## src/rtl/pipe_hazard_ctrl.sv

```systemverilog
// Pipeline sequencing controller: stall/flush/bubble decisions for the 5-stage datapath.
// Optional stall-cycle counter enabled by defining PIPE_STALL_CNT_EN.
module pipe_hazard_ctrl #(
    parameter int REG_W  = 4,
    parameter int MC_LAT = 4
) (
    input  logic             clk,
    input  logic             rst,
    input  logic             df_valid,
    input  logic [REG_W-1:0] df_rs1,
    input  logic [REG_W-1:0] df_rs2,
    input  logic             df_halt,
    input  logic             ex_valid,
    input  logic [REG_W-1:0] ex_rd,
    input  logic             ex_mem_read,
    input  logic             ex_br_taken,
    input  logic             ex_mc_start,
    input  logic             exc_in,
    input  logic             resume,
    output logic             pc_we,
    output logic [1:0]       pc_sel,
    output logic             if_df_we,
    output logic             if_df_flush,
    output logic             df_ex_nop,
    output logic             ex_hold,
    output logic [1:0]       state,
    output logic [15:0]      stall_cnt
);

    typedef enum logic [1:0] {
        ST_RUN     = 2'b00,
        ST_MC_WAIT = 2'b01,
        ST_HALT    = 2'b10
    } state_t;

    localparam logic [1:0] SEL_SEQ = 2'b00;
    localparam logic [1:0] SEL_BR  = 2'b01;
    localparam logic [1:0] SEL_EXC = 2'b10;
    localparam logic [3:0] MC_LOAD = 4'(MC_LAT - 2);

    state_t     state_q, state_d;
    logic [3:0] mc_cnt_q, mc_cnt_d;
    logic       load_use;
    logic       br_hit;
    logic       mc_hit;
    logic       halt_hit;

    assign load_use = ex_valid & ex_mem_read & df_valid & (ex_rd != '0) &
                      ((ex_rd == df_rs1) | (ex_rd == df_rs2));
    assign br_hit   = ex_valid & ex_br_taken;
    assign mc_hit   = ex_valid & ex_mc_start;
    assign halt_hit = df_valid & df_halt;

    always_ff @(posedge clk or negedge rst) begin
        if (!rst) begin
            state_q  <= ST_RUN;
            mc_cnt_q <= '0;
        end else begin
            state_q  <= state_d;
            mc_cnt_q <= mc_cnt_d;
        end
    end

    always_comb begin
        state_d  = state_q;
        mc_cnt_d = mc_cnt_q;
        unique case (state_q)
            ST_RUN: begin
                if (exc_in || br_hit) begin
                    state_d = ST_RUN;
                end else if (mc_hit) begin
                    state_d  = ST_MC_WAIT;
                    mc_cnt_d = MC_LOAD;
                end else if (load_use) begin
                    state_d = ST_RUN;
                end else if (halt_hit) begin
                    state_d = ST_HALT;
                end
            end
            ST_MC_WAIT: begin
                if (exc_in) begin
                    state_d  = ST_RUN;
                    mc_cnt_d = '0;
                end else if (mc_cnt_q == '0) begin
                    state_d = ST_RUN;
                end else begin
                    mc_cnt_d = mc_cnt_q - 4'd1;
                end
            end
            ST_HALT: begin
                if (exc_in || resume) begin
                    state_d = ST_RUN;
                end
            end
            default: begin
                state_d  = ST_RUN;
                mc_cnt_d = '0;
            end
        endcase
    end

    // Outputs are forced low for the whole reset window, not just at the edge.
    always_comb begin
        pc_we       = 1'b0;
        pc_sel      = SEL_SEQ;
        if_df_we    = 1'b0;
        if_df_flush = 1'b0;
        df_ex_nop   = 1'b0;
        ex_hold     = 1'b0;
        if (rst) begin
            unique case (state_q)
                ST_RUN: begin
                    pc_we    = 1'b1;
                    if_df_we = 1'b1;
                    if (exc_in) begin
                        pc_sel      = SEL_EXC;
                        if_df_flush = 1'b1;
                        df_ex_nop   = 1'b1;
                    end else if (br_hit) begin
                        pc_sel      = SEL_BR;
                        if_df_flush = 1'b1;
                        df_ex_nop   = 1'b1;
                    end else if (mc_hit) begin
                        pc_we    = 1'b0;
                        if_df_we = 1'b0;
                        ex_hold  = 1'b1;
                    end else if (load_use || halt_hit) begin
                        pc_we     = 1'b0;
                        if_df_we  = 1'b0;
                        df_ex_nop = 1'b1;
                    end
                end
                ST_MC_WAIT: begin
                    if (exc_in) begin
                        pc_we       = 1'b1;
                        if_df_we    = 1'b1;
                        pc_sel      = SEL_EXC;
                        if_df_flush = 1'b1;
                        df_ex_nop   = 1'b1;
                    end else begin
                        ex_hold = 1'b1;
                    end
                end
                ST_HALT: begin
                    if (exc_in) begin
                        pc_we       = 1'b1;
                        if_df_we    = 1'b1;
                        pc_sel      = SEL_EXC;
                        if_df_flush = 1'b1;
                        df_ex_nop   = 1'b1;
                    end else begin
                        df_ex_nop = 1'b1;
                    end
                end
                default: begin
                    pc_we = 1'b0;
                end
            endcase
        end
    end

    assign state = rst ? state_q : ST_RUN;

`ifdef PIPE_STALL_CNT_EN
    logic [15:0] stall_cnt_q;

    always_ff @(posedge clk or negedge rst) begin
        if (!rst) begin
            stall_cnt_q <= '0;
        end else if (!pc_we && (stall_cnt_q != '1)) begin
            stall_cnt_q <= stall_cnt_q + 16'd1;
        end
    end

    assign stall_cnt = stall_cnt_q;
`else
    assign stall_cnt = '0;
`endif

endmodule
```

## config.mk

```make
export PLATFORM = sky130hd
export DESIGN_NAME = pipe_hazard_ctrl
export DESIGN_NICKNAME = d
export VERILOG_FILES = /design/src/rtl/pipe_hazard_ctrl.sv
export SDC_FILE = /design/constraint.sdc
export NUM_CORES = 1
export LEC_CHECK = 0
export ABC_AREA = 1
export CAP_MARGIN = 10
export CORE_ASPECT_RATIO = 0.9
export CORE_MARGIN = 3
export CORE_UTILIZATION = 35
export DETAILED_ROUTE_END_ITERATION = 10
export PLACE_DENSITY = 0.79
export SYNTH_ARGS = -nofsm -noshare
export SYNTH_HDL_FRONTEND = slang
export SYNTH_SLANG_ARGS = --single-unit
```

## constraint.sdc

```tcl
create_clock -name clk -period 1.7 [get_ports clk]
set_input_delay 0.425 -clock clk [delete_from_list [all_inputs] [get_ports clk]]
set_output_delay 0.425 -clock clk [all_outputs]
set_load 0.01 [all_outputs]
```

# Word level (Yosys, flattened, before mapping)
# Cells that the tools add are included.
dict set report word_totals {
  elab_cells 73
  output_inout_bits 25
  in_bits 22
  regBits 6
}
dict set report classes {
  n_addsub 1
  eq_ne 10
  bitwise 9
  reduce_logical 9
  n_mux 42
}
# operator count
set op_table {}
lappend op_table {{$mux W2} 11}
lappend op_table {{$mux W1} 20}
lappend op_table {{$mux W4} 4}
lappend op_table {{$pmux W4 S3} 1}
lappend op_table {{$eq A4 B4 Y1} 2}
lappend op_table {{$and A1 B1 Y1} 7}
lappend op_table {{$ne A2 B2 Y1 const B} 3}
lappend op_table {{$ne A3 B3 Y1 const B} 2}
lappend op_table {{$pmux W1 S2} 3}
lappend op_table {{$pmux W2 S3} 1}
lappend op_table {{$ne A5 B5 Y1 const B} 1}
lappend op_table {{$logic_not A4 Y1} 1}
lappend op_table {{$pmux W2 S2} 1}
lappend op_table {{$reduce_and A4 Y1} 1}
lappend op_table {{$reduce_bool A4 Y1} 1}
lappend op_table {{$sub A4 B1 Y4 const B} 1}
lappend op_table {{$logic_or A1 B1 Y1} 3}
lappend op_table {{$pmux W1 S3} 1}
lappend op_table {{$reduce_and A3 Y1} 1}
lappend op_table {{$eq A2 B1 Y1 const B} 1}
lappend op_table {{$eq A2 B2 Y1 const B} 1}
lappend op_table {{$logic_not A2 Y1} 1}
lappend op_table {{$reduce_or A2 Y1} 1}
lappend op_table {{$not A1 Y1} 1}
lappend op_table {{$or A1 B1 Y1} 1}

# Longest topological paths before layout
dict set report depth {
  word_depth 11
  depth_mapped 11
  mapped_depth_nobuf 11
}

# Worst setup path before layout
# OpenSTA, ideal clock, no wires.
dict set report synth_timing {
  kind {reg-to-output}
  from {register state_q[0]}
  to {output pc_we}
  required_time_ns 1.275
  n_path_buf 1
  setup_slack_ns -0.109
  stages_incl_launch_ff 7
  arrival_ns 1.384
  cell_sequence {dfrtp_1 inv_1 ha_1 nand2_4 a21oi_1 a31o_1 buf_4}
}
dict set report synth_between {
  elab_chain_len 4
  elab_cells_between_ends 6
  cone_classes {eq/ne (2); mux (2); reduce/logical (2)}
}
# item line
set synth_rtl {}
lappend synth_rtl {{from (decl)} 41} ;# state_t state_q, state_d;
lappend synth_rtl {{from (signal assigned)} 59} ;# state_q <= state_d;
lappend synth_rtl {{$eq A2 B2 Y1 / $eq A2 B1 Y1 (equally long branches)} n/a}
lappend synth_rtl {{$reduce_or A2 Y1 (no line)} n/a}
lappend synth_rtl {{$pmux W1 S2 (*)} n/a}
lappend synth_rtl {{$mux W1 (*)} n/a}
lappend synth_rtl {{to (decl)} 20} ;# output logic pc_we,
# Every way passes the cells marked *; elsewhere a longest branch is shown, timed or not.

# Worst setup path in the final report
dict set report layout_timing {
  from {register state_q[0]}
  to {output if_df_we}
}
dict set report layout_between {
  elab_chain_len 4
  elab_cells_between_ends 6
  cone_classes {eq/ne (2); mux (2); reduce/logical (2)}
}
# item line
set layout_rtl {}
lappend layout_rtl {{$eq A2 B2 Y1 / $eq A2 B1 Y1 (equally long branches)} 111} ;# unique case (state_q)
lappend layout_rtl {{$reduce_or A2 Y1 (no line)} n/a}
lappend layout_rtl {{$pmux W1 S2 (*)} 111}
lappend layout_rtl {{$mux W1 (*)} 110} ;# if (rst) begin
lappend layout_rtl {{to (decl)} 22} ;# output logic if_df_we,
# Marked as above.

==> results.ini <==
[floorplan]
start_util=0.388
num_io_pins=47
rows=16
core_sq_um=2300
die_y_microns=53.9
die_x_microns=59.3
dieArea_sq_um=3200

[sta]
setup_viol=7
rsz0062_at_grt=yes
finalHoldViolations=0
fin_ws_ns=-0.216
max_freq_mhz=522
slew_violations=0
hold_ws_ns=0.250
finClkSkew_ns=0.00322
period_share=1.13
finalSetupTns_ns=-1.22
post-route-min-period_ns=1.92

[cts]
clockBufferDepth=2
cts-htree-levels=1
clock-sinks=6
root_buffer=clkbuf_4
insertion_delay_ns=0.24
cts_tree=yes
path_clk_slew_ns=0.05
cts_buffers=3
cts_hold_buf=0

[cells_and_area]
final_area_sq_um=1440
final_util=0.623
area_growth_pct=60.6
drive_above_1_share=0.394
insertedDiodeCount=0
final_cells=230
nFillCells=210
fin_nets=233

[route]
met2_length_microns=1370
met3_length_microns=132
wl_met1_microns=1030
drc_errors=0
drt-total-wl_microns=2550
first_pass_iters=4
dr_total_vias=1022
wl_per_cell_microns=11.1
vias_per_cell=4.44
drt_iter0_markers=18
dr.max_layer_used=met4
drtAntennaViolNets=0

[synthesis]
synth-adder-area-share=0.0840
synth_top_family_by_area=simple AND/OR/NAND/NOR gates
postSynthAreaPerCell_sq_um=6.12
ys_seq_area_frac=0.168
synth-xor-area-share=0
synth_compound_area_frac=0.0994
synthSimpleGateAreaFrac=0.384
synth.distinct_cells=24
yosysWarnings=0
ys_ff_latch=6
synthesis.instances=146
synthMuxAreaShare=0
synthesis.area_sq_um=893

[setup_path]
cpPeakStageDelay_ns=0.41
rr_startpoint=state_q[0]$_DFFE_PN0P_
worstPathCellList=ha_1 > nor2_1 > inv_2 > a21oi_4 > a31o_1 > buf_2
worst_r2r_endpoint=state_q[0]$_DFFE_PN0P_
r2r_slack_ns=0.11
r2r_cells=11
slowest_stage=dfrtp_1
critPathCaptureType=output port
required_ns=1.27
critPathLaunchType=flip-flop
critPathMaxFanout=4
worstPathArrival_ns=1.49
criticalPathCategory=reg2out

[status]
status=finished with violations
violations=setup timing

[global_routing]
grt_pass1_wl_microns=4200
grt_pass1_vias=1039
gr-total-overflow=0
grt_max_degree=9
antenna_found_initial=0
grtUsageTotal=0.171

[power]
clockPowerShare=0.160
pwr-share-seq=0.254
finalPower_uw=811
peakVddDrop_uv=468
power.density_nw_per_um2=565
intPower_uw=467
p_leak_nw=0.839
swShare=0.424
combinationalPowerShare=0.586
switchingPower_uw=344

[placed_design]
place_ws_ns=-0.943
dp_hpwl_microns=2050
dpl-instance-area_sq_um=1330
gp_congestion=0.832
place_inst=222
io_buffers=30

[flow_run]
drv_cap=0

[worst_hold_path]
hold_class=in2async

[synthesized netlist by cell type]
library cell,number,area share
a21oi_2,2,0.020
nand2_1,44,0.18
nor2_1,12,0.050
a31o_1,1,0.0098
inv_1,24,0.10
inv_2,4,0.017
nor2_4,1,0.013
nand4_1,1,0.0070
nand2_4,2,0.025
o21ai_0,1,0.0056
conb_1,1,0.0042
nand2_2,4,0.028
nand3_1,4,0.022
o21ai_1,4,0.022
nor4_1,2,0.014
nor3_1,3,0.017
nor3_2,1,0.011
o21ai_4,1,0.018
a31oi_1,1,0.0070
nand3_2,1,0.011
a21oi_1,3,0.017
ha_1,6,0.084
buf_4,17,0.14
dfrtp_1,6,0.17
[registers in the layout, summed over array words and instances (netlist names)]
name      flops
state_q       2
mc_cnt_q      4
[how the worst max path moves through the flow]
stage / start / end / slack [ns]
6_report: state_q[0]$_DFFE_PN0P_ / if_df_we / -0.22
5_1_grt: state_q[0]$_DFFE_PN0P_ / if_df_we / -0.30
4_1_cts: state_q[1]$_DFFE_PN0P_ / ex_hold / -0.21
3_5_place_dp: ex_rd[0] / df_ex_nop / -0.94
3_3_place_gp: ex_rd[0] / df_ex_nop / -0.86
2_1_floorplan: state_q[0]$_DFFE_PN0P_ / pc_we / 0.007
[per-layer routing]
metal | track usage | up-vias
li1 | - | 527
met1 | 0.199 | 462
met2 | 0.329 | 31
met3 | 0.0288 | 2
met4 | 0.0302 | 0
met5 | 0 | -
[repair_timing]
| action | CTS | global route |
|---|---|---|
| resized for setup | 92 | 12 |
| pin swaps | 22 | 15 |
| endpoints found under the setup margin | 11 | 8 |
| gates cloned | 0 | 0 |
| setup buffers | 5 | 0 |
[critical path, delay by kind of cell (launching register included)]
kind	cells	cell delay, ns
buffers and inverters	2	0.23
DFF	1	0.41
AOI/OAI and AO/OA	2	0.27
and+or+nand+nor	1	0.12
adders and majority gates	1	0.21
[power groups by stage]
stage	registers, mW	clock network, mW	logic [mW]
final	0.206	0.130	0.475
after floorplan	0.201	0	0.293
after CTS	0.206	0.136	0.462
after detailed placement	0.206	0	0.447
after global placement	0.205	0	0.431
after global routing	0.209	0.143	0.531
[final cells by class]
cell class	instances	area, sq um	share of cell area
Clock buffer	3	22.5	0.0157
Inverter	28	108	0.0750
Multi-Input combinational cell	110	682	0.475
Sequential cell	6	150	0.105
Tap cell	27	33.8	0.0235
Timing Repair Buffer	56	439	0.306
[layout by cell type (no fill, tap or decap), types with 4 or more instances in the layout]
| cell | netlist | final |
|---|---|---|
| dlygate4sd2_1 | 0 | 11 |
| nor2_1 | 12 | 10 |
| conb_1 | 1 | 16 |
| buf_4 | 17 | 22 |
| dfrtp_1 | 6 | 6 |
| inv_2 | 4 | 9 |
| inv_1 | 24 | 18 |
| nand2_4 | 2 | 4 |
| buf_6 | 0 | 5 |
| nand2_1 | 44 | 39 |
| nand2_2 | 4 | 7 |
| nand3_1 | 4 | 4 |
| buf_2 | 0 | 12 |
[cells by family after synthesis]
logic type | Yosys count
AO/OA/AOI/OAI | 13
adder cells (fa/ha/maj) | 6
buffers and inverters | 45
flip-flops | 6
other | 1
AND/OR/NAND/NOR | 75
(Power assumes the default switching activity.)
